<file path="src/rtl/solomon_video_pkg.sv">
// solomon_video_pkg: default raster timing constants and the position type shared with the video stage
package solomon_video_pkg;

    localparam int H_TOTAL  = 384;
    localparam int H_ACTIVE = 256;
    localparam int HS_START = 304;
    localparam int HS_WIDTH = 32;
    localparam int V_TOTAL  = 264;
    localparam int V_ACTIVE = 224;
    localparam int VS_START = 240;
    localparam int VS_WIDTH = 3;

    typedef logic [8:0] pos_t;

endpackage

</file>
<file path="src/rtl/solomon_hvgen_if.sv">
// solomon_hvgen_if: raster bus between the timing generator (master) and the video stage (slave)
interface solomon_hvgen_if;
    import solomon_video_pkg::*;

    logic [3:0] HOFS;
    logic [3:0] VOFS;
    logic       PCE;
    pos_t       PH;
    pos_t       PV;
    logic       HBLK;
    logic       VBLK;
    logic       HSYNC;
    logic       VSYNC;
    logic       FRAME;

    modport master (
        input  HOFS, VOFS,
        output PCE, PH, PV, HBLK, VBLK, HSYNC, VSYNC, FRAME
    );

    modport slave (
        output HOFS, VOFS,
        input  PCE, PH, PV, HBLK, VBLK, HSYNC, VSYNC, FRAME
    );

endinterface

</file>
<file path="src/rtl/solomon_hvgen_window.sv">
// solomon_hvgen_window: in-window flag for a sync pulse; with SOLOMON_HVGEN_POSADJ_EN the start is shifted and clamped
module solomon_hvgen_window
    import solomon_video_pkg::*;
(
    input  pos_t       pos_i,
    input  pos_t       start_i,
    input  pos_t       width_i,
    input  pos_t       lo_i,
    input  pos_t       hi_i,
    input  logic [3:0] ofs_i,
    output logic       in_o
);

    pos_t start_c;

`ifdef SOLOMON_HVGEN_POSADJ_EN
    logic signed [9:0] raw;

    // signed sum keeps negative shifts ordered, then the clamp keeps sync inside blanking without wrapping
    always_comb begin
        raw     = $signed({1'b0, start_i}) + $signed({{6{ofs_i[3]}}, ofs_i});
        start_c = raw < $signed({1'b0, lo_i}) ? lo_i :
                  raw > $signed({1'b0, hi_i}) ? hi_i : raw[8:0];
    end
`else
    logic unused_adj;

    assign start_c    = start_i;
    assign unused_adj = ^{ofs_i, lo_i, hi_i};
`endif

    assign in_o = pos_i >= start_c && pos_i < start_c + width_i;

endmodule

</file>
<file path="src/rtl/solomon_hvgen.sv">
// solomon_hvgen: raster timing generator (PCE, PH/PV, blanking, sync, frame toggle) on the VCLKx4 domain.
// Build option SOLOMON_HVGEN_POSADJ_EN: HOFS/VOFS shift sync, latched at frame start and clamped into blanking.
module solomon_hvgen #(
    parameter int H_TOTAL  = solomon_video_pkg::H_TOTAL,
    parameter int H_ACTIVE = solomon_video_pkg::H_ACTIVE,
    parameter int HS_START = solomon_video_pkg::HS_START,
    parameter int HS_WIDTH = solomon_video_pkg::HS_WIDTH,
    parameter int V_TOTAL  = solomon_video_pkg::V_TOTAL,
    parameter int V_ACTIVE = solomon_video_pkg::V_ACTIVE,
    parameter int VS_START = solomon_video_pkg::VS_START,
    parameter int VS_WIDTH = solomon_video_pkg::VS_WIDTH
) (
    input  logic            VCLKx4,
    input  logic            RESET_N,
    solomon_hvgen_if.master bus
);
    import solomon_video_pkg::pos_t;

    logic [1:0] div_q, div_d;
    logic       pce_q, pce_d;
    pos_t       ph_q, ph_d;
    pos_t       pv_q, pv_d;
    logic       hblk_q, hblk_d;
    logic       vblk_q, vblk_d;
    logic       hsync_q, hsync_d;
    logic       vsync_q, vsync_d;
    logic       frame_q, frame_d;
    logic       line_end;
    logic       frame_end;
    logic [3:0] hofs_d;
    logic [3:0] vofs_d;

    // divider, pixel enable, raster advance; blanking decoded from the next position so it is aligned with PH/PV
    always_comb begin
        div_d     = div_q + 2'd1;
        pce_d     = div_q == 2'd3;
        line_end  = pce_q && ph_q == pos_t'(H_TOTAL - 1);
        frame_end = line_end && pv_q == pos_t'(V_TOTAL - 1);
        ph_d      = !pce_q ? ph_q : line_end ? '0 : ph_q + 9'd1;
        pv_d      = !line_end ? pv_q : frame_end ? '0 : pv_q + 9'd1;
        frame_d   = frame_q ^ frame_end;
        hblk_d    = ph_d >= pos_t'(H_ACTIVE);
        vblk_d    = pv_d >= pos_t'(V_ACTIVE);
    end

`ifdef SOLOMON_HVGEN_POSADJ_EN
    logic [3:0] hofs_q;
    logic [3:0] vofs_q;

    assign hofs_d = frame_end ? bus.HOFS : hofs_q;
    assign vofs_d = frame_end ? bus.VOFS : vofs_q;

    // offsets captured once per frame so the sync position never moves mid-frame
    always_ff @(posedge VCLKx4) begin
        if (!RESET_N) begin
            hofs_q <= '0;
            vofs_q <= '0;
        end else begin
            hofs_q <= hofs_d;
            vofs_q <= vofs_d;
        end
    end
`else
    assign hofs_d = bus.HOFS;
    assign vofs_d = bus.VOFS;
`endif

    solomon_hvgen_window u_hwin (
        .pos_i   (ph_d),
        .start_i (pos_t'(HS_START)),
        .width_i (pos_t'(HS_WIDTH)),
        .lo_i    (pos_t'(H_ACTIVE)),
        .hi_i    (pos_t'(H_TOTAL - HS_WIDTH)),
        .ofs_i   (hofs_d),
        .in_o    (hsync_d)
    );

    solomon_hvgen_window u_vwin (
        .pos_i   (pv_d),
        .start_i (pos_t'(VS_START)),
        .width_i (pos_t'(VS_WIDTH)),
        .lo_i    (pos_t'(V_ACTIVE)),
        .hi_i    (pos_t'(V_TOTAL - VS_WIDTH)),
        .ofs_i   (vofs_d),
        .in_o    (vsync_d)
    );

    // all timing state; reset clears everything so a mid-frame reset restarts exactly like power-up
    always_ff @(posedge VCLKx4) begin
        if (!RESET_N) begin
            div_q   <= '0;
            pce_q   <= 1'b0;
            ph_q    <= '0;
            pv_q    <= '0;
            hblk_q  <= 1'b0;
            vblk_q  <= 1'b0;
            hsync_q <= 1'b0;
            vsync_q <= 1'b0;
            frame_q <= 1'b0;
        end else begin
            div_q   <= div_d;
            pce_q   <= pce_d;
            ph_q    <= ph_d;
            pv_q    <= pv_d;
            hblk_q  <= hblk_d;
            vblk_q  <= vblk_d;
            hsync_q <= hsync_d;
            vsync_q <= vsync_d;
            frame_q <= frame_d;
        end
    end

    assign bus.PCE   = pce_q;
    assign bus.PH    = ph_q;
    assign bus.PV    = pv_q;
    assign bus.HBLK  = hblk_q;
    assign bus.VBLK  = vblk_q;
    assign bus.HSYNC = hsync_q;
    assign bus.VSYNC = vsync_q;
    assign bus.FRAME = frame_q;

endmodule

</file>
<file path="src/flat_wrapper.sv">
// flat-port wrapper written by rule: the top's interface ports become plain ports
module solomon_hvgen_flat import solomon_video_pkg::pos_t;
#(
    parameter int H_TOTAL  = solomon_video_pkg::H_TOTAL,
    parameter int H_ACTIVE = solomon_video_pkg::H_ACTIVE,
    parameter int HS_START = solomon_video_pkg::HS_START,
    parameter int HS_WIDTH = solomon_video_pkg::HS_WIDTH,
    parameter int V_TOTAL  = solomon_video_pkg::V_TOTAL,
    parameter int V_ACTIVE = solomon_video_pkg::V_ACTIVE,
    parameter int VS_START = solomon_video_pkg::VS_START,
    parameter int VS_WIDTH = solomon_video_pkg::VS_WIDTH
)
  (VCLKx4, RESET_N, bus_HOFS, bus_VOFS, bus_PCE, bus_PH, bus_PV, bus_HBLK, bus_VBLK, bus_HSYNC, bus_VSYNC, bus_FRAME);
  solomon_hvgen_if bus_i ();
  input  logic VCLKx4;
  input  logic RESET_N;
  input wire logic [$bits(bus_i.HOFS)-1:0] bus_HOFS;
  input wire logic [$bits(bus_i.VOFS)-1:0] bus_VOFS;
  output wire logic [$bits(bus_i.PCE)-1:0] bus_PCE;
  output wire logic [$bits(bus_i.PH)-1:0] bus_PH;
  output wire logic [$bits(bus_i.PV)-1:0] bus_PV;
  output wire logic [$bits(bus_i.HBLK)-1:0] bus_HBLK;
  output wire logic [$bits(bus_i.VBLK)-1:0] bus_VBLK;
  output wire logic [$bits(bus_i.HSYNC)-1:0] bus_HSYNC;
  output wire logic [$bits(bus_i.VSYNC)-1:0] bus_VSYNC;
  output wire logic [$bits(bus_i.FRAME)-1:0] bus_FRAME;
  assign bus_i.HOFS = bus_HOFS;
  assign bus_i.VOFS = bus_VOFS;
  assign bus_PCE = bus_i.PCE;
  assign bus_PH = bus_i.PH;
  assign bus_PV = bus_i.PV;
  assign bus_HBLK = bus_i.HBLK;
  assign bus_VBLK = bus_i.VBLK;
  assign bus_HSYNC = bus_i.HSYNC;
  assign bus_VSYNC = bus_i.VSYNC;
  assign bus_FRAME = bus_i.FRAME;
  solomon_hvgen #(.H_TOTAL(H_TOTAL), .H_ACTIVE(H_ACTIVE), .HS_START(HS_START), .HS_WIDTH(HS_WIDTH), .V_TOTAL(V_TOTAL), .V_ACTIVE(V_ACTIVE), .VS_START(VS_START), .VS_WIDTH(VS_WIDTH)) u_core (.VCLKx4(VCLKx4), .RESET_N(RESET_N), .bus(bus_i));
endmodule
</file>
<file path="config.mk">
export PLATFORM = sky130hd
export DESIGN_NAME = solomon_hvgen_flat
export DESIGN_NICKNAME = d
export VERILOG_FILES = /design/src/rtl/solomon_video_pkg.sv /design/src/rtl/solomon_hvgen_if.sv /design/src/rtl/solomon_hvgen_window.sv /design/src/rtl/solomon_hvgen.sv /design/src/flat_wrapper.sv
export SDC_FILE = /design/constraint.sdc
export NUM_CORES = 1
export LEC_CHECK = 0
export BUFFER_PORTS_ARGS = -buffer_cell sky130_fd_sc_hd__buf_4
export CAP_MARGIN = 25
export CORE_MARGIN = 5
export CORE_UTILIZATION = 40
export CTS_CLUSTER_SIZE = 20
export DETAILED_ROUTE_END_ITERATION = 12
export GPL_ROUTABILITY_DRIVEN = 1
export SLEW_MARGIN = 20
export SYNTH_ARGS = -nofsm -noshare
export SYNTH_HDL_FRONTEND = slang
export SYNTH_SLANG_ARGS = --single-unit
export TNS_END_PERCENT = 30
</file>
<file path="constraint.sdc">
create_clock -name VCLKx4 -period 2.4 [get_ports VCLKx4]
set_input_delay 0.72 -clock VCLKx4 [delete_from_list [all_inputs] [get_ports VCLKx4]]
set_output_delay 0.72 -clock VCLKx4 [all_outputs]
set_load 0.005 [all_outputs]
</file>
# Word level (Yosys, flattened, before mapping)
# Index checks and enable logic that the tools add are counted.
# word_totals
regBits	26
in_bits	10
out_inout_bits	24
wordCells	30
# classes
add_sub_neg	3
n_lt_le_gt_ge	6
n_eq_ne	3
muxes	4
bitwise	1
reduce_logical	4
# op_table
cell	count
$mux W9	4
$add A9 B1 Y9 const B	2
$eq A9 B9 Y1 const B	2
$ge A9 B8 Y1 const B	2
$ge A9 B9 Y1 const B	2
$lt A9 B8 Y1 const B	1
$lt A9 B9 Y1 const B	1
$logic_and A1 B1 Y1	4
$add A2 B1 Y2 const B	1
$eq A2 B2 Y1 const B	1
$xor A1 B1 Y1	1

# Longest topological paths before layout
# Gate-level depths: netlist of run 1.
# depth
ltp_word	7
depth_mapped	7
ltp_nobuf	6

# By module
# A second synthesis of run 1 with hierarchy kept.
# unflattened
cells_unflattened	310
hier_area_um2	2688.8
# by_module_without_submodules
module	instances	cells_per_inst	area_each_um2	seq_area_each_um2
solomon_hvgen_window	2	91	740.7	0.0
solomon_hvgen	1	128	1207.4	500.5

# Least setup slack after synthesis of run 1
# Ideal clock, no wire load.
# synth_path
path_type	reg-to-reg
from	reg u_core.ph_q[0], in the netlist u_core.bus.PH[0]
to	reg u_core.vblk_q, in the netlist u_core.bus.VBLK
setup_ps	73
t_arrival_ps	1935
required_time_ps	2327
setup_slack_ps	392
path_stages_with_launch	8
path_buffers	1
synth_period_minus_slack_ps	2008
path_cell_list	dfxtp_1 -> ha_1 -> nand2_1 -> or4_1 -> buf_2 -> or3_1 -> and2_4 -> o22ai_2
# synth_via
elab_chain_len	6
# synth_rtl
item	line_no	rtl
from (decl)	solomon_hvgen.sv:21	pos_t ph_q, ph_d;
from (signal assigned)	solomon_hvgen.sv:103	ph_q <= ph_d;
$eq A9 B9 Y1 *	solomon_hvgen.sv:37	line_end = pce_q && ph_q == pos_t'(H_TOTAL - 1);
$logic_and A1 B1 Y1 *	solomon_hvgen.sv:37	
$logic_and A1 B1 Y1	solomon_hvgen.sv:38	frame_end = line_end && pv_q == pos_t'(V_TOTAL - 1);
$mux W9	solomon_hvgen.sv:40	pv_d = !line_end ? pv_q : frame_end ? '0 : pv_q + 9'd1;
$mux W9 *	solomon_hvgen.sv:40	
$ge A9 B8 Y1 *	solomon_hvgen.sv:43	vblk_d = pv_d >= pos_t'(V_ACTIVE);
to (signal assigned)	solomon_hvgen.sv:106	vblk_q <= vblk_d;
to (decl)	solomon_hvgen.sv:24	logic vblk_q, vblk_d;
# Mark *: on every way between the ends. The rest lies on a longest branch, timed or not.
# A chain may end at the register's enable or synchronous reset.

# Final worst setup path of run 1
# layout_path
from	reg u_core.ph_q[1], in the netlist u_core.bus.PH[1]
to	reg u_core.vsync_q, in the netlist u_core.bus.VSYNC
# layout_via
elab_chain_len	7
word_cells_on_any_way	8
cone_classes	order compare: 2; eq/ne: 1; mux: 2; reduce/logical: 3
# layout_rtl
item	line_no	rtl
$eq A9 B9 Y1 *	solomon_hvgen.sv:37	
$logic_and A1 B1 Y1 *	solomon_hvgen.sv:37	
$logic_and A1 B1 Y1	solomon_hvgen.sv:38	
$mux W9	solomon_hvgen.sv:40	
$mux W9 *	solomon_hvgen.sv:40	
$ge A9 B8 Y1 or $lt A9 B8 Y1 (tied branches)	solomon_hvgen_window.sv:32	assign in_o = pos_i >= start_c && pos_i < start_c + width_i;
$logic_and A1 B1 Y1 *	solomon_hvgen_window.sv:32	
to (signal assigned)	solomon_hvgen.sv:108	vsync_q <= vsync_d;
to (decl)	solomon_hvgen.sv:26	logic vsync_q, vsync_d;
# Marked as above.

==> qor.log, run 1 <==
INFO  placed_design  dp.cells=220
INFO  power          fraction_of_power_spent_switching_nets=0.210
INFO  timing         max_slew.worst_pin.slew=0.352ns
INFO  synthesis      synth_flop_cell=dfxtp_1
INFO  synthesis      synthDistinctLibCells=39
INFO  synthesis      synthesis.nets=162
INFO  timing         final_max_slew_viol_count=0
INFO  timing         hold_viol_final=0
INFO  clock_tree     clk_transition_reported_paths=0.14ns
INFO  timing         max_freq=450MHz
INFO  critical_path  crit_type=flip-flop to flip-flop
INFO  cells_and_area post_route_insts_no_fill=224
INFO  cells_and_area layout-drive-gt1-share=0.211
INFO  power          p_switching=0.143mW
INFO  cells_and_area n_fill_cell=333
INFO  timing         grt_setup_unrepaired=false
INFO  synthesis      synth_commonest_cells=26 x dfxtp_1, 13 x nor2_1, 11 x nand2_1
INFO  synthesis      yosysWarningCount=0
INFO  timing         finalCritPeriodShare=0.926
INFO  clock_tree     cts_hold_repair.buffers=0
INFO  die            design.die.area=4520um2
INFO  critical_path  arrival=2.46ns
INFO  clock_tree     htree_levels=1
INFO  detailed_routing detailroute.via_count=1163
INFO  grt            grt_pass1_wl=4930um
INFO  die            initial_core_util=0.422
INFO  die            rows=20
INFO  detailed_routing detail_route.vias_per_cell=5.19
INFO  grt            grt_antenna_before_repair=0
INFO  detailed_routing drt_pre_antenna_iters=4
INFO  outcome        outcome=finished clean
INFO  critical_path  critical_path.cell_chain=ha_1 -> nand2_1 -> or4_1 -> nor4b_2 -> nor3_1 -> nor4_1
INFO  synthesis      synthesis.area_per_instance=8.78um2
INFO  synthesis      seq_area_frac_synth=0.398
INFO  timing         fin_tns_setup=0ns
INFO  cells_and_area layout.nets=194
INFO  clock_tree     clock_net_sink_count=26
INFO  timing         worst_clock_skew=0.00346ns
INFO  placed_design  gp_routability_congestion=0.799
INFO  clock_tree     post-cts-setup-buffer-count=0
INFO  critical_path  slowest_stage=or4_1
INFO  placed_design  dp.final_hpwl=2190um
INFO  power          power.share.clock=0.328
INFO  grt            gr_usage_total=0.139
INFO  clock_tree     tritoncts=built
INFO  synthesis      async_reset_ff_frac=0
INFO  die            design.core.area=3100um2
INFO  detailed_routing detail_route.iter0.violations=63
INFO  power          vdd_drop_max=0.226mV
INFO  cells_and_area antennaDiodeCount=0
INFO  critical_path  maximum_fanout_encountered_on_the_critical_timing_path=7
INFO  detailed_routing avgRoutedWirePerCell=13.0um
INFO  synthesis      number_of_synthesized_register_bits=26
INFO  synthesis      synth_top_area_frac=0.398
INFO  critical_path  required=2.63ns
INFO  critical_path  cp_top_family=simple AND/OR/NAND/NOR gates
INFO  die            die_w=67.2um
INFO  die            die_h=67.2um
INFO  synthesis      synth_top_cell_by_area=dfxtp_1
INFO  detailed_routing postRouteWirelength=2910um
INFO  grt            first_global_vias=1087
INFO  critical_path  biggest_cell_delay_along_the_critical_path=0.64ns
INFO  power          logic_gate_share_of_total_power=0.029
INFO  clock_tree     clock_path_buffers=2
INFO  cells_and_area finalCoreUtilization=0.519
INFO  power          cell_internal_pwr=0.537mW
INFO  timing         maxSlewHeadroom=0.764
INFO  critical_path  worst_path_bufs_invs=0
INFO  clock_tree     cts_made_buffers=3
INFO  min_path       worstHoldPathType=flip-flop to flip-flop
INFO  placed_design  numPortBuffers=25
INFO  job            maxCapViolCount=0
INFO  cells_and_area syn2layout_area_growth=23.1%
INFO  power          leakage_component_of_the_power=0.655nW
INFO  detailed_routing drc_errors=0
INFO  synthesis      post_synth_instance_area=1310um2
INFO  synthesis      netlist_instances=149
INFO  die            floorplan.io_pins=34
INFO  clock_tree     post_cts_resize_count=0
INFO  clock_tree     clock_tree.root_cell=clkbuf_4
INFO  grt            grt_max_degree=18
INFO  clock_tree     clkLatencyLatePin=0.32ns
INFO  timing         final.min_clock_period=2.22ns
INFO  synthesis      synth_most_common_cell=dfxtp_1
INFO  critical_path  cp-end-kind=flip-flop
INFO  synthesis      ys_top_cells_by_area=dfxtp_1 40%, xnor2_1 5.4%, nor2b_1 4.3%, nand3_1 3.8%, nor2_1 3.7%
INFO  grt            globalRoute.totalOverflow=0
INFO  power          sequential_share_of_power=0.643
INFO  detailed_routing ant_nets=0
INFO  power          power_density=422nW/um2
INFO  synthesis      synth_enable_flop_cells=0
INFO  timing         report.final.setup_viol=0
INFO  critical_path  critPathLaunchType=flip-flop
## cells by family after synthesis
| group | share of synthesized area |
|---|---|
| simple gates | 0.370 |
| compound gates | 0.0879 |
| xor+xnor | 0.0736 |
| flops | 0.398 |
| mux | 0.0229 |
| fa+ha+maj | 0.0287 |
| buf+inv | 0.0191 |
## final timing paths
kind | cells past startpoint | startpoint | endpoint | slack [ns]
setup / recovery | 6 | u_core.bus.PH[1]$_SDFF_PN0_ | u_core.bus.VSYNC$_SDFF_PN0_ | 0.18
setup reg to reg | 6 | u_core.bus.PH[1]$_SDFF_PN0_ | u_core.bus.VSYNC$_SDFF_PN0_ | 0.18
hold reg to reg | 1 | u_core.div_q[0]$_SDFF_PN0_ | u_core.div_q[0]$_SDFF_PN0_ | 0.44
hold / removal | 1 | u_core.div_q[0]$_SDFF_PN0_ | u_core.div_q[0]$_SDFF_PN0_ | 0.44
## power by group through the flow
stage                     Sequential [mW]  Combinational [mW]  Clock (mW)
after floorplan                     0.447              0.0107           0
after global placement              0.447              0.0190           0
after detailed placement            0.447              0.0199           0
after CTS                           0.438              0.0199       0.232
after global routing                0.439              0.0220       0.247
final                               0.438              0.0194       0.223
## sequential cells by signal (all words and copies together), names as in the netlist
name              count
u_core.bus.PV         9
u_core.bus.PCE        1
u_core.bus.VBLK       1
u_core.bus.HSYNC      1
u_core.bus.PH         9
u_core.bus.HBLK       1
u_core.div_q          2
u_core.bus.VSYNC      1
u_core.bus.FRAME      1
## layout by cell type (no fill, tap or decap), types with 3 or more instances in the layout
cell,count
dfxtp_1,26
nand3_1,10
nor3_1,5
buf_4,31
clkbuf_4,3
and4b_1,3
nand4_1,5
nor2b_1,9
nor2_1,13
nor4_1,4
and2_1,7
mux2i_1,3
xnor2_1,8
nand2_1,11
xor2_1,3
a21oi_1,5
a21boi_0,3
nand2b_1,4
o21ai_0,3
ha_1,3
## through the flow
stage / worst slack [ns] / power, mW / hold WS, ns / instance area, um2
6_report: 0.176 / 0.681 / 0.441 / 1610
3_5_place_dp: 0.219 / 0.467 / 0.411 / 1580
4_1_cts: 0.186 / 0.690 / 0.437 / 1610
3_3_place_gp: 0.271 / 0.466 / 0.408 / 1580
2_1_floorplan: 0.392 / 0.458 / 0.398 / 1310
5_1_grt: 0.00136 / 0.708 / 0.462 / 1610
## final cells by class
type                            instances  area [um2]  share of cell area
Clock buffer                            4        36.3              0.0225
Inverter                                1        3.75             0.00233
Multi-Input combinational cell        118         763               0.474
Sequential cell                        26         520               0.323
Tap cell                               44        55.1              0.0342
Timing Repair Buffer                   31         233               0.144
## metal layers
metal | track usage | routed length (um) | vias up
li1 | - | - | 600
met1 | 0.194 | 1470 | 544
met2 | 0.226 | 1320 | 17
met3 | 0.0200 | 102 | 2
met4 | 0.0304 | 15 | 0
met5 | 0 | 0 | -
No activity file was read; power rests on OpenSTA's default activity.
==> run 2: changes to the inputs <==
--- a/config.mk
+++ b/config.mk
@@ -5,6 +5,7 @@
 export SDC_FILE = /design/constraint.sdc
 export NUM_CORES = 1
 export LEC_CHECK = 0
+export ABC_AREA = 1
 export BUFFER_PORTS_ARGS = -buffer_cell sky130_fd_sc_hd__buf_4
 export CAP_MARGIN = 25
 export CORE_MARGIN = 5
==> run 2 against run 1 <==
  * Power fell by 0.63%
  * First-iteration DRC count increased by 4.8%
  * Fmax up 20%
  * Critical path depth rose by 6
  * Hold slack better by 0.00099 ns
  * Largest cell class unchanged
==> qor.log, run 2 <==
INFO  die            initial_core_util=0.424 [was 0.422]
INFO  synthesis      synth_most_common_cell=nand2_1 [was dfxtp_1]
INFO  grt            first_global_vias=1084 [was 1087]
INFO  cells_and_area syn2layout_area_growth=20.9% [was 23.1%]
INFO  timing         grt_setup_unrepaired=false [unchanged]
INFO  timing         hold_viol_final=0 [unchanged]
INFO  job            maxCapViolCount=0 [unchanged]
INFO  grt            globalRoute.totalOverflow=0 [unchanged]
INFO  die            floorplan.io_pins=34 [unchanged]
INFO  timing         maxSlewHeadroom=0.718 [was 0.764]
INFO  synthesis      synthMuxAreaShare=0 [was 0.0229]
INFO  timing         worst_clock_skew=0.00266ns [was 0.00346 ns]
INFO  outcome        outcome=finished clean [unchanged]
INFO  power          power.share.clock=0.326 [was 0.328]
INFO  cells_and_area mostFrequentLayoutCells=42 x nand2_1, 30 x nor2_1, 27 x buf_4 [was 31 x buf_4, 26 x dfxtp_1, 13 x nor2_1]
INFO  placed_design  gp_routability_congestion=0.802 [was 0.799]
INFO  synthesis      synthesis.area_per_instance=7.08um2 [was 8.78 um2]
INFO  synthesis      seq_area_frac_synth=0.395 [was 0.398]
INFO  placed_design  dp.final_hpwl=2100um [was 2190 um]
INFO  grt            met3_usage=0.0433 [was 0.0200]
INFO  critical_path  timing.rr.start=u_core.bus.PH[1]$_SDFF_PN0_ [unchanged]
INFO  cells_and_area post_route_insts_no_fill=258 [was 224]
INFO  synthesis      synth_flop_cell=dfxtp_1 [unchanged]
INFO  synthesis      synth_enable_flop_cells=0 [unchanged]
INFO  grt            gr_usage_total=0.137 [was 0.139]
INFO  timing         finalCritPeriodShare=0.774 [was 0.926]
INFO  critical_path  required=2.67ns [was 2.63 ns]
INFO  power          vdd_drop_max=0.368mV [was 0.226 mV]
INFO  placed_design  numPortBuffers=25 [unchanged]
INFO  die            die_w=67.4um [was 67.2 um]
INFO  detailed_routing detail_route.iter0.violations=66 [was 63]
INFO  grt            grt_max_degree=15 [was 18]
INFO  synthesis      synth_top_cell_by_area=dfxtp_1 [unchanged]
INFO  critical_path  maximum_fanout_encountered_on_the_critical_timing_path=8 [was 7]
INFO  cells_and_area layout.nets=228 [was 194]
INFO  min_path       hp-start=u_core.div_q[0]$_SDFF_PN0_ [unchanged]
INFO  synthesis      yosysWarningCount=0 [unchanged]
INFO  min_path       cells_on_worst_hold_path=1 [unchanged]
INFO  cells_and_area final_common_cell=nand2_1 [was buf_4]
INFO  clock_tree     clock_path_buffers=2 [unchanged]
INFO  critical_path  critPathLaunchType=flip-flop [unchanged]
INFO  clock_tree     cts_hold_repair.buffers=0 [unchanged]
INFO  critical_path  regToRegSetupSlack=0.54ns [was 0.18 ns]
INFO  critical_path  crit_type=flip-flop to flip-flop [unchanged]
INFO  critical_path  worstReg2RegEnd=u_core.bus.VSYNC$_SDFF_PN0_ [unchanged]
INFO  detailed_routing drt_pre_antenna_iters=4 [unchanged]
INFO  synthesis      post_synth_instance_area=1320um2 [was 1310 um2]
INFO  clock_tree     tritoncts=built [unchanged]
INFO  detailed_routing detailroute.via_count=1197 [was 1163]
INFO  clock_tree     clock_tree.root_cell=clkbuf_4 [unchanged]
INFO  critical_path  arrival=2.13ns [was 2.46 ns]
INFO  min_path       hold_path_end=u_core.div_q[0]$_SDFF_PN0_ [unchanged]
INFO  cells_and_area layout-drive-gt1-share=0.210 [was 0.211]
INFO  grt            globalRoute.busiestLayer=met2 [unchanged]
INFO  grt            groute.layer.met2.usage=0.227 [was 0.226]
INFO  clock_tree     clk_transition_reported_paths=0.13ns [was 0.14 ns]
INFO  power          fraction_of_power_spent_switching_nets=0.209 [was 0.210]
INFO  min_path       worstHoldPathType=flip-flop to flip-flop [unchanged]
INFO  grt            use_met1=0.173 [was 0.194]
INFO  detailed_routing ant_nets=0 [unchanged]
INFO  clock_tree     post_cts_resize_count=0 [unchanged]
INFO  synthesis      ys_top_cells_by_area=dfxtp_1 40%, nand2_1 12%, nor2_1 8.6%, inv_1 6.6%, nand3_1 6.1% [was dfxtp_1 40%, xnor2_1 5.4%, nor2b_1 4.3%, nand3_1 3.8%, nor2_1 3.7%]
INFO  power          cell_internal_pwr=0.535mW [was 0.537 mW]
INFO  cells_and_area n_fill_cell=342 [was 333]
INFO  power          sequential_share_of_power=0.649 [was 0.643]
INFO  grt            grt_antenna_before_repair=0 [unchanged]
INFO  clock_tree     post-cts-setup-buffer-count=0 [unchanged]
INFO  die            die_h=67.4um [was 67.2 um]
INFO  power          p_switching=0.141mW [was 0.143 mW]
INFO  die            design.die.area=4540um2 [was 4520 um2]
INFO  synthesis      combinational_family_with_the_most_area_after_synthesis=simple AND/OR/NAND/NOR gates [unchanged]
INFO  clock_tree     cts_made_buffers=3 [unchanged]
INFO  synthesis      post_synth_xor_area_fraction=0.0133 [was 0.0736]
INFO  synthesis      area_share_of_and_or_nand_nor_cells_after_synthesis=0.408 [was 0.370]
INFO  detailed_routing avgRoutedWirePerCell=10.5um [was 13.0 um]
INFO  detailed_routing detail_route.vias_per_cell=4.64 [was 5.19]
INFO  timing         report.final.setup_viol=0 [unchanged]
INFO  timing         final.min_clock_period=1.86ns [was 2.22 ns]
INFO  die            design.core.area=3100um2 [unchanged]
INFO  detailed_routing drc_errors=0 [unchanged]
INFO  synthesis      post_synthesis_compound_gate_area_fraction=0.0751 [was 0.0880]
INFO  timing         fin_tns_setup=0ns [unchanged]
INFO  clock_tree     clkLatencyLatePin=0.32ns [about the same]
INFO  timing         whs=0.442ns [was 0.441 ns]
INFO  power          leakage_component_of_the_power=0.707nW [was 0.655 nW]
INFO  cells_and_area antennaDiodeCount=0 [unchanged]
INFO  detailed_routing postRouteWirelength=2710um [was 2910 um]
INFO  clock_tree     htree_levels=1 [unchanged]
INFO  critical_path  cp-end-kind=flip-flop [unchanged]
INFO  die            rows=20 [unchanged]
INFO  synthesis      number_of_synthesized_register_bits=26 [unchanged]
INFO  power          logic_gate_share_of_total_power=0.025 [was 0.029]
INFO  synthesis      async_reset_ff_frac=0 [unchanged]
INFO  clock_tree     clock_net_sink_count=26 [unchanged]
INFO  synthesis      synth_top_area_frac=0.395 [was 0.398]
INFO  synthesis      post_synth_fa_ha_maj_area_fraction=0.0285 [was 0.0287]
INFO  synthesis      synthesis.nets=199 [was 162]
INFO  synthesis      netlist_instances=186 [was 149]
INFO  synthesis      synthDistinctLibCells=25 [was 39]
INFO  synthesis      synth_commonest_cells=42 x nand2_1, 30 x nor2_1, 26 x dfxtp_1 [was 26 x dfxtp_1, 13 x nor2_1, 11 x nand2_1]
INFO  critical_path  ff2ff_path_depth=12 [was 6]
INFO  placed_design  dp.cells=254 [was 220]
INFO  timing         final_max_slew_viol_count=0 [unchanged]
INFO  power          power_density=425nW/um2 [was 422 nW/um2]
INFO  grt            grt_pass1_wl=4770um [was 4930 um]
INFO  timing         max_freq=538MHz [was 450 MHz]
INFO  timing         max_slew.worst_pin.slew=0.422ns [was 0.352 ns]
-- run 2: cell types whose count changed after synthesis, moves of 4 or more --
| cell | previous run | this run |
|---|---|---|
| a21oi_1 | 5 | 9 |
| and2_1 | 7 | 2 |
| inv_1 | 1 | 23 |
| nand2_1 | 11 | 42 |
| nand2b_1 | 4 | 0 |
| nand3_1 | 10 | 16 |
| nor2_1 | 13 | 30 |
| nor2b_1 | 9 | 0 |
| nor4_1 | 4 | 0 |
| xnor2_1 | 8 | 1 |
-- run 2: worst max path at each step --
stage,slack [ns],cells past startpoint,endpoint,start
floorplan,0.83,11,u_core.bus.VSYNC$_SDFF_PN0_,u_core.bus.PH[0]$_SDFF_PN0_
global placement,0.58,12,u_core.bus.VSYNC$_SDFF_PN0_,u_core.bus.PH[0]$_SDFF_PN0_
detailed placement,0.55,12,u_core.bus.VSYNC$_SDFF_PN0_,u_core.bus.PH[1]$_SDFF_PN0_
CTS,0.52,12,u_core.bus.VSYNC$_SDFF_PN0_,u_core.bus.PH[1]$_SDFF_PN0_
global route,0.35,12,u_core.bus.VSYNC$_SDFF_PN0_,u_core.bus.PH[1]$_SDFF_PN0_
finish,0.54,12,u_core.bus.VSYNC$_SDFF_PN0_,u_core.bus.PH[1]$_SDFF_PN0_
-- run 2: routing by layer --
metal / wire length (um) / vias to the layer above / part of all wire
met4: 18 / 0 / 0.0067
met2: 1220 / 24 / 0.45
met3: 175 / 2 / 0.065
met1: 1290 / 519 / 0.48
met5: 0 / - / 0
li1: - / 652 / -
-- run 2: cells by family after synthesis --
logic type | Yosys count
buffers and inverters | 26
xor gates and xnor gates | 2
AOI/OAI and AO/OA | 18
DFF | 26
and+or+nand+nor | 111
adders and majority gates | 3
-- run 2: cell type report --
type,instances,area (um2),share of cell area
clock buffers,4,36.3,0.0228
inverters,23,86.3,0.0542
multi-input cells,134,691,0.434
flip-flops and latches,26,520,0.327
well taps,44,55.1,0.0346
repair buffers,27,203,0.127
-- run 2: stage by stage --
stage	power, mW	instance area [um2]	setup WS [ns]	utilization
after floorplan	0.457	1320	0.828	-
after global placement	0.465	1560	0.583	0.501
after detailed placement	0.466	1560	0.552	0.501
after CTS	0.692	1590	0.515	0.513
after global routing	0.715	1590	0.347	0.513
final	0.676	1590	0.541	0.513
-- run 2: worst max-delay path, cell delays in order (launching register included) --
cell	delay, ns
dfxtp_1	0.41
ha_1	0.20
inv_1	0.05
nor2_1	0.11
nand2_1	0.10
nor2_2	0.16
buf_4	0.21
nand3_4	0.08
a21oi_2	0.18
nand2_1	0.09
nand2_1	0.08
nand3_2	0.06
nor2_2	0.07
-- run 2: power by group through the flow --
stage | logic [mW] | clock network (mW) | registers (mW)
floorplan | 0.00981 | 0 | 0.448
global placement | 0.0169 | 0 | 0.448
detailed placement | 0.0175 | 0 | 0.448
CTS | 0.0175 | 0.235 | 0.439
global route | 0.0195 | 0.256 | 0.440
finish | 0.0168 | 0.221 | 0.439
==> run 3: changes to the inputs <==
--- a/config.mk
+++ b/config.mk
@@ -5,7 +5,7 @@
 export SDC_FILE = /design/constraint.sdc
 export NUM_CORES = 1
 export LEC_CHECK = 0
-export ABC_AREA = 1
+export ABC_AREA = 0
 export BUFFER_PORTS_ARGS = -buffer_cell sky130_fd_sc_hd__buf_4
 export CAP_MARGIN = 25
 export CORE_MARGIN = 5
@@ -13,6 +13,7 @@
 export CTS_CLUSTER_SIZE = 20
 export DETAILED_ROUTE_END_ITERATION = 12
 export GPL_ROUTABILITY_DRIVEN = 1
+export PLACE_DENSITY = 0.66
 export SLEW_MARGIN = 20
 export SYNTH_ARGS = -nofsm -noshare
 export SYNTH_HDL_FRONTEND = slang
==> constraint.sdc (replaced) <==
create_clock -name VCLKx4 -period 1.7 [get_ports VCLKx4]
set_input_delay 0.51 -clock VCLKx4 [delete_from_list [all_inputs] [get_ports VCLKx4]]
set_output_delay 0.51 -clock VCLKx4 [all_outputs]
set_load 0.005 [all_outputs]
==> run 3 against run 2 <==
  * The flow now finishes with violations (negative setup slack)
  * Die area is 0.49% lower
  * Clock skew is 0.0038 ns higher
  * Fmax is 3.5% higher
  * Flip-flop and latch count stayed put
  * Sequential power is 40% higher
  * Design area is 18% higher
  * Combinational power is 69% higher
  * Cell count is 4.3% lower
  * Register-to-register slack worse by 0.64 ns
  * Largest power group unchanged
==> qor.log, run 3 (same netlist as run 1, synthesis figures left out) <==
INFO  timing         hold_viol_final=0 [unchanged]
INFO  placed_design  numPortBuffers=25 [unchanged]
INFO  detailed_routing ant_nets=0 [unchanged]
INFO  critical_path  maximum_fanout_encountered_on_the_critical_timing_path=5 [was 8]
INFO  power          power.total=1.02mW [was 0.676 mW]
INFO  min_path       cells_on_worst_hold_path=1 [unchanged]
INFO  outcome        outcome=finished, violations left [was finished clean]
INFO  critical_path  cp-end-kind=flip-flop [unchanged]
INFO  die            initial_core_util=0.422 [was 0.424]
INFO  critical_path  ff2ff_path_depth=6 [was 12]
INFO  critical_path  setup.worst_path.start=u_core.bus.PH[1]$_SDFF_PN0_ [unchanged]
INFO  detailed_routing drc_errors=0 [unchanged]
INFO  min_path       hold_path_end=u_core.div_q[0]$_SDFF_PN0_ [unchanged]
INFO  clock_tree     clock_net_sink_count=26 [unchanged]
INFO  power          vdd_drop_max=0.399mV [was 0.368 mV]
INFO  detailed_routing avgRoutedWirePerCell=13.4um [was 10.5 um]
INFO  cells_and_area n_fill_cell=294 [was 342]
INFO  grt            grt_pass1_wl=5550um [was 4770 um]
INFO  clock_tree     clock_path_buffers=2 [unchanged]
INFO  cells_and_area final_cell_area_excluding_filler_cells=1880um2 [was 1590 um2]
INFO  die            design.core.area=3100um2 [unchanged]
INFO  timing         max_freq=557MHz [was 538 MHz]
INFO  grt            globalRoute.totalOverflow=0 [unchanged]
INFO  placed_design  gp_routability_congestion=0.817 [was 0.802]
INFO  die            die_w=67.2um [was 67.4 um]
INFO  clock_tree     tritoncts=built [unchanged]
INFO  critical_path  worstReg2RegEnd=u_core.bus.VSYNC$_SDFF_PN0_ [unchanged]
INFO  critical_path  biggest_cell_delay_along_the_critical_path=0.54ns [was 0.41 ns]
INFO  die            design.die.area=4520um2 [was 4540 um2]
INFO  timing         setup_slack=-0.0957ns [was 0.541 ns]
INFO  grt            first_global_vias=1256 [was 1084]
INFO  grt            gr_usage_total=0.158 [was 0.137]
INFO  clock_tree     clock_tree.root_cell=clkbuf_4 [unchanged]
INFO  detailed_routing detail_route.iter0.violations=43 [was 66]
INFO  die            die_h=67.2um [was 67.4 um]
INFO  timing         finalCritPeriodShare=1.06 [was 0.774]
INFO  critical_path  worst_path_bufs_invs=0 [was 2]
INFO  critical_path  regToRegSetupSlack=-0.1ns [was 0.54 ns]
INFO  clock_tree     htree_levels=1 [unchanged]
INFO  cells_and_area layout-drive-gt1-share=0.394 [was 0.210]
INFO  detailed_routing postRouteWirelength=3320um [was 2710 um]
INFO  critical_path  cp_top_family=simple AND/OR/NAND/NOR gates [unchanged]
INFO  critical_path  slowest_stage=or4_4 [was dfxtp_1]
INFO  min_path       hp-start=u_core.div_q[0]$_SDFF_PN0_ [unchanged]
INFO  timing         maxSlewHeadroom=0.788 [was 0.718]
INFO  placed_design  dpl_cell_area=1770um2 [was 1560 um2]
INFO  min_path       worstHoldPathType=flip-flop to flip-flop [unchanged]
INFO  grt            grt_max_degree=18 [was 15]
INFO  timing         max_slew.worst_pin.slew=0.317ns [was 0.422 ns]
INFO  critical_path  crit_type=flip-flop to flip-flop [unchanged]
INFO  grt            grt_antenna_before_repair=0 [unchanged]
INFO  detailed_routing detailroute.via_count=1260 [was 1197]
INFO  timing         whs=0.435ns [was 0.442 ns]
INFO  critical_path  required=1.95ns [was 2.67 ns]
INFO  timing         worst_clock_skew=0.00645ns [was 0.00266 ns]
INFO  timing         final_max_slew_viol_count=0 [unchanged]
INFO  placed_design  dp.final_hpwl=2480um [was 2100 um]
INFO  critical_path  critical_path.cell_chain=ha_4 -> nand2_2 -> or4_4 -> nor4b_2 -> nor3_1 -> nor4_1 [was ha_1 -> inv_1 -> nor2_1 -> nand2_1 -> nor2_2 -> buf_4 -> nand3_4 -> a21oi_2 -> nand2_1 -> nand2_1 -> nand3_2 -> nor2_2]
INFO  power          power_density=543nW/um2 [was 425 nW/um2]
INFO  clock_tree     cts_hold_repair.buffers=0 [unchanged]
INFO  clock_tree     cts_made_buffers=3 [unchanged]
INFO  detailed_routing detail_route.vias_per_cell=5.10 [was 4.64]
INFO  placed_design  place_ws=-0.161ns [was 0.552 ns]
INFO  critical_path  critPathLaunchType=flip-flop [unchanged]
INFO  timing         final.min_clock_period=1.80ns [was 1.86 ns]
INFO  outcome        failed_checks=negative setup slack
INFO  critical_path  arrival=2.05ns [was 2.13 ns]
INFO  die            rows=20 [unchanged]
INFO  detailed_routing drt_pre_antenna_iters=4 [unchanged]
INFO  critical_path  timing.rr.start=u_core.bus.PH[1]$_SDFF_PN0_ [unchanged]
INFO  cells_and_area antennaDiodeCount=0 [unchanged]
INFO  die            floorplan.io_pins=34 [unchanged]
INFO  timing         report.final.setup_viol=5 [was 0]
INFO  timing         grt_setup_unrepaired=true [was false]
INFO  cells_and_area layout.nets=217 [was 228]
INFO  job            maxCapViolCount=0 [unchanged]
INFO  cells_and_area syn2layout_area_growth=43.3% [was 20.9%]
INFO  cells_and_area mostFrequentLayoutCells=54 x buf_4, 16 x dfxtp_1, 12 x nor2_1 [was 42 x nand2_1, 30 x nor2_1, 27 x buf_4]
INFO  clock_tree     clkLatencyLatePin=0.33ns [was 0.32 ns]
INFO  power          leakage_component_of_the_power=0.814nW [was 0.707 nW]
INFO  cells_and_area final_common_cell=buf_4 [was nand2_1]
INFO  clock_tree     clk_transition_reported_paths=0.15ns [was 0.13 ns]
## run 3: report_power, final
group | total [mW] | switching, mW | internal (mW) | leakage (nW)
clock network | 0.375 | 0.196 | 0.180 | 0.0261
logic | 0.0284 | 0.0155 | 0.0129 | 0.572
registers | 0.615 | 0.00274 | 0.613 | 0.216
## run 3: layer usage
metal,track usage,vias up,wire length (um)
met1,0.194,596,1570
met3,0.0316,4,112
li1,-,640,-
met5,0,-,0
met4,0.0278,0,23
met2,0.286,20,1610
## run 3: stage by stage
stage,util,setup TNS [ns],instances
floorplan,-,-0.305,149
finish,0.604,-0.259,247
detailed placement,0.571,-0.488,242
global route,0.604,-0.638,247
CTS,0.595,-0.222,247
global placement,0.571,-0.398,242
## run 3: cell type report
cell class	instances	area (um2)	area share
multi-input combinational	118	826	0.440
sequential	26	538	0.287
timing repair buffer	54	405	0.216
tap	44	55.1	0.0294
clock buffer	4	47.5	0.0254
inverter	1	3.75	0.00200
## run 3: worst max-delay path by stage
stage                             endpoint  slack, ns  depth (start not counted)
5_1_grt        u_core.bus.VSYNC$_SDFF_PN0_      -0.18                          6
3_5_place_dp   u_core.bus.PV[7]$_SDFF_PN0_      -0.16                          7
6_report       u_core.bus.VSYNC$_SDFF_PN0_       -0.1                          6
4_1_cts        u_core.bus.VSYNC$_SDFF_PN0_      -0.09                          6
2_1_floorplan   u_core.bus.VBLK$_SDFF_PN0_      -0.13                          7
3_3_place_gp   u_core.bus.VSYNC$_SDFF_PN0_      -0.13                          6
## run 3: what timing repair did
| action | CTS | global route |
|---|---|---|
| buffers inserted | 1 | 0 |
| pin swaps | 1 | 0 |
| endpoints found under the hold margin | 0 | 0 |
| setup endpoints to repair | 6 | 9 |
| gates resized for setup | 4 | 8 |
